**config.mk**
```make
export PLATFORM = sky130hd
export DESIGN_NAME = pipe_exec_unit
export DESIGN_NICKNAME = d
export VERILOG_FILES = /design/src/rtl/pipe_exec_unit.sv
export SDC_FILE = /design/constraint.sdc
export NUM_CORES = 2
export LEC_CHECK = 0
export ABC_CLOCK_PERIOD_IN_PS = 12090
export CAP_MARGIN = 20
export CORE_MARGIN = 8
export CORE_UTILIZATION = 40
export CTS_BUF_LIST = sky130_fd_sc_hd__clkbuf_4
export CTS_CLUSTER_SIZE = 40
export DETAILED_ROUTE_END_ITERATION = 8
export DONT_BUFFER_PORTS = 1
export PLACE_DENSITY = 0.6
export RECOVER_POWER = 50
export SYNTH_ARGS = -nofsm -noshare
export SYNTH_HDL_FRONTEND = slang
export SYNTH_SLANG_ARGS = --single-unit
```
**constraint.sdc**
```tcl
create_clock -name clock -period 12.09 [get_ports clock]
set_clock_uncertainty 0.1 [all_clocks]
set_input_delay 2.418 -clock clock [delete_from_list [all_inputs] [get_ports clock]]
set_output_delay 2.418 -clock clock [all_outputs]
set_load 0.01 [all_outputs]
```
**src/rtl/pipe_exec_unit.sv**
```systemverilog
// Two-stage register file + ALU execution unit: one op issued per cycle, result and writeback one edge later.
// No backpressure; define ALU_FORWARD_EN to bypass the EX result into dependent ID operands.
module pipe_exec_unit #(
  parameter int N    = 32,
  parameter int NREG = 32
) (
  input  logic                    clock,
  input  logic                    reset,
  input  logic                    in_valid,
  input  logic [3:0]              op,
  input  logic [$clog2(NREG)-1:0] raA,
  input  logic [$clog2(NREG)-1:0] raB,
  input  logic [$clog2(NREG)-1:0] wa,
  input  logic                    wen,
  input  logic                    init_we,
  input  logic [$clog2(NREG)-1:0] init_wa,
  input  logic [N-1:0]            init_wd,
  input  logic [$clog2(NREG)-1:0] dbg_ra,
  output logic [N-1:0]            dbg_rd,
  output logic                    out_valid,
  output logic [N-1:0]            result,
  output logic                    zero,
  output logic                    illegal
);

  localparam int AW = $clog2(NREG);

  localparam logic [3:0] OP_AND = 4'b0000;
  localparam logic [3:0] OP_OR  = 4'b0001;
  localparam logic [3:0] OP_ADD = 4'b0010;
  localparam logic [3:0] OP_SUB = 4'b0110;
  localparam logic [3:0] OP_SLT = 4'b0111;
  localparam logic [3:0] OP_NOR = 4'b1100;

  logic [N-1:0]  regs [NREG];

  logic          ex_vld;
  logic [3:0]    ex_op;
  logic [AW-1:0] ex_wa;
  logic          ex_wen;
  logic [N-1:0]  ex_a;
  logic [N-1:0]  ex_b;

  logic [N-1:0]  alu_res;
  logic          alu_ok;
  logic          wb_en;
  logic [N-1:0]  opnd_a;
  logic [N-1:0]  opnd_b;

  // ALU on the EX operands
  always_comb begin
    alu_res = '0;
    alu_ok  = 1'b1;
    case (ex_op)
      OP_AND:  alu_res = ex_a & ex_b;
      OP_OR:   alu_res = ex_a | ex_b;
      OP_ADD:  alu_res = ex_a + ex_b;
      OP_SUB:  alu_res = ex_a - ex_b;
      OP_SLT:  alu_res = {{(N-1){1'b0}}, ($signed(ex_a) < $signed(ex_b))};
      OP_NOR:  alu_res = ~(ex_a | ex_b);
      default: alu_ok  = 1'b0;
    endcase
  end

  assign wb_en = ex_vld && ex_wen && alu_ok && (ex_wa != '0);

`ifdef ALU_FORWARD_EN
  assign opnd_a = (wb_en && (ex_wa == raA)) ? alu_res : regs[raA];
  assign opnd_b = (wb_en && (ex_wa == raB)) ? alu_res : regs[raB];
`else
  assign opnd_a = regs[raA];
  assign opnd_b = regs[raB];
`endif

  assign dbg_rd = regs[dbg_ra];

  // ID -> EX pipeline register
  always_ff @(posedge clock or negedge reset) begin
    if (!reset) begin
      ex_vld <= 1'b0;
      ex_op  <= '0;
      ex_wa  <= '0;
      ex_wen <= 1'b0;
      ex_a   <= '0;
      ex_b   <= '0;
    end else begin
      ex_vld <= in_valid;
      if (in_valid) begin
        ex_op  <= op;
        ex_wa  <= wa;
        ex_wen <= wen;
        ex_a   <= opnd_a;
        ex_b   <= opnd_b;
      end
    end
  end

  // Register file; reg 0 is never written so it always reads 0.
  // Writeback is assigned last so it wins a same-address collision with init.
  always_ff @(posedge clock or negedge reset) begin
    if (!reset) begin
      for (int i = 0; i < NREG; i++) regs[i] <= '0;
    end else begin
      if (init_we && (init_wa != '0)) regs[init_wa] <= init_wd;
      if (wb_en) regs[ex_wa] <= alu_res;
    end
  end

  // Retired-op outputs; result/zero/illegal hold through bubbles
  always_ff @(posedge clock or negedge reset) begin
    if (!reset) begin
      out_valid <= 1'b0;
      result    <= '0;
      zero      <= 1'b0;
      illegal   <= 1'b0;
    end else begin
      out_valid <= ex_vld;
      if (ex_vld) begin
        result  <= alu_res;
        zero    <= (alu_res == '0);
        illegal <= !alu_ok;
      end
    end
  end

endmodule

```
==> qor.yml <==
tns_ns: 0
antenna_found_initial: 15
synthAdderAreaFrac: 0.0169
crit_required_ns: 13.07
place.gp.congestion: 0.942
slew_viol_final: 511
final_util: 0.431
grt_max_degree: 257
core_region_area_mm2: 0.199
grt_usage: 0.295
initial_core_util: 0.402
routedWlPerCell_um: 33.8
rows: 164
cts_root_buffer: "clkbuf_4"
crit_arrival_ns: 8.47
worstSkewPairLatency_ns: 1.46
critPathCaptureType: "register"
r2r_start: "ex_op[1]$_DFFE_PN0P_"
hold_depth: 0
worstPathMaxFanout: 42
drc_errors: 0
register_area_mm2: 0.0284
nets: 6971
synth_top_family_by_area: "multiplexers"
syn_inst: 7162
violations: "capacitance limit, slew limit"
postPlaceCellArea_mm2: 0.0820
cts_resized: 0
final.fill_count: 18588
run_status: "finished with violations"
cts.path.max_buffers: 4
syn_area_mm2: 0.0800
rsz0062_at_grt: "no"
r2r_slack_ns: 4.60
path_class: "register to register"
syn-mean-instance-area_um2: 11.2
worstHoldStart: "regs[1020]$_DFF_PN0_"
crit_path_start_kind: "register"
slew_headroom: -2.73
yosysTopAreaCell: "dfrtp_1"
stdcell_area_mm2: 0.0859
clk_pin_slew_ns: 0.06
die_y_um: 463
hold_viol: 0
synth-compound-area-share: 0.111
dr.pass1.iters: 8
hold_class: "register to register"
async_reset_ff_frac: 1.00
fin_crit_sh: 0.619
synth.distinct_cells: 86
drt-total-wl_um: 327000
hold_ws_ns: 0.317
rr_endpoint: "regs[111]$_DFF_PN0_"
yosys-top-cells-area: "dfrtp_1 (35%), mux4_2 (27%), mux2i_1 (11%)"
detail_route.vias_per_cell: 6.75
portBuffers: 0
cts_hold_buffers: 0
ys_warn_count: 0
fmax_mhz: 134
multi_input_area_mm2: 0.0488
p_total_mw: 16.2
synthToLayoutAreaGrowth_pct: 7.43
overflow: 0
synth-simple-area-share: 0.0777
vdd_drop_max_v: 0.000160
cts_buffers: 337
vias: 65323
reg2reg_depth: 7
powerDensity_mw_per_mm2: 189
cts_tree: "done"
ys_seq_area_frac: 0.355
htree_levels: 5
die-area_mm2: 0.215
grt_pass1_wl_um: 467000
dp_hpwl_um: 182000
drive_above_1_share: 0.259
synthFlopType: "dfrtp_1"
holdPathEnd: "regs[1020]$_DFF_PN0_"
ios: 133
finalCriticalPeriod_ns: 7.49
cts_setup_buffers: 0
finalSetupViolCount: 0
p_leak_nw: 33.8
first_iter_violations: 8853
max_cap_violations: 7
worst_slew_pin_slew_ns: 5.60
synth_seq_cells: 1134
synth_edf_count: 0
die_w_um: 463
synthMuxAreaShare: 0.395
synthXorXnorAreaFrac: 0.000328
cts.sinks: 1134
synthesis.nets: 7335
antenna_left: 0
yosysTopAreaCellShare: 0.355
grt_pass1_vias: 63480
==> cell type report <==
cell class | instances | area share
Tap cell | 2656 | 0.0387
Antenna cell | 14 | 0.000408
Sequential cell | 1134 | 0.330
Multi-Input combinational cell | 5093 | 0.568
Clock inverter | 71 | 0.00347
Timing Repair Buffer | 137 | 0.0133
Inverter | 95 | 0.00415
Clock buffer | 484 | 0.0423
==> cells by family after synthesis <==
kind of cell	Yosys count
AND/OR/NAND/NOR	1479
multiplexers	1938
flip-flops	1134
adder cells (fa/ha/maj)	107
AO/OA/AOI/OAI	1566
buffers and inverters	935
XOR/XNOR	3
==> report_power, final <==
group          leakage [nW]  switching (mW)  total [mW]  internal, mW
combinational          18.7            3.33        6.44          3.11
sequential             12.7            1.22        6.15          4.93
clock                  2.37            1.80        3.64          1.84
==> cell usage in the layout, fill, tap and decap left out, types with 18 or more instances in the layout <==
cell type	count
a211oi_1	95
buf_4	118
nor2b_1	94
inv_1	92
dfrtp_1	1134
clkbuf_4	484
mux2i_1	840
mux2_2	138
nand4_1	18
o21ai_0	736
ha_1	105
mux4_2	960
clkinv_1	65
o31ai_1	20
a221oi_1	18
a22o_1	28
nor2_4	37
nand2_1	764
nor3_1	28
a21oi_1	486
a21o_1	18
nand3_1	21
nor2_1	405
==> worst max-delay path, stage by stage (launching register included) <==
cell,delay (ns)
dfrtp_1,0.81
nor4bb_4,0.43
clkbuf_1,1.24
o21ai_0,0.61
clkbuf_1,0.46
nor4_1,0.45
clkbuf_1,2.63
o21ai_0,0.42
==> Yosys cell counts, types with 10 or more instances <==
cell	n
dfrtp_1	1134
mux4_2	960
mux2i_1	840
nand2_1	773
o21ai_0	735
clkbuf_1	718
a21oi_1	488
nor2_1	443
mux2_2	138
buf_1	113
ha_1	105
a211oi_1	96
nor2b_1	95
inv_1	92
nor3_1	31
a22o_1	28
nand3_1	28
o31ai_1	20
a21o_1	18
a221oi_1	18
nand4_1	18
nor4_1	15
a221o_1	14
a22oi_1	13
and3_1	13
or3_1	12
and2_1	11
o22ai_1	11
nand2b_1	10
o211ai_1	10
==> registers in the layout (all words and copies together) (netlist names) <==
signal and flops:
result 32, ex_a 32, ex_op 4, ex_wen 1, ex_vld 1, zero 1, ex_b 32, regs 1024
out_valid 1, illegal 1, ex_wa 5
==> through the flow <==
stage | worst slack [ns] | cells
3_3_place_gp | 5.36 | 9107
2_1_floorplan | 4.72 | 7162
5_1_grt | 4.40 | 9678
3_5_place_dp | 5.37 | 9109
4_1_cts | 5.37 | 9664
6_report | 4.60 | 9684
==> per-layer routing <==
| metal | part of all wire | global-route usage |
|---|---|---|
| met2 | 0.44 | 0.445 |
| met4 | 0.076 | 0.191 |
| met5 | 0.00024 | 0 |
| met1 | 0.36 | 0.371 |
| met3 | 0.12 | 0.0870 |
==> worst max-delay path by stage <==
stage	start	endpoint	cells after the start
final	ex_op[1]$_DFFE_PN0P_	regs[111]$_DFF_PN0_	7
after global routing	reset	regs[356]$_DFF_PN0_	3
after CTS	dbg_ra[0]	dbg_rd[8]	3
after detailed placement	dbg_ra[0]	dbg_rd[8]	3
after global placement	dbg_ra[0]	dbg_rd[16]	3
after floorplan	dbg_ra[0]	dbg_rd[0]	6
Power figures use the tool's default switching activity.
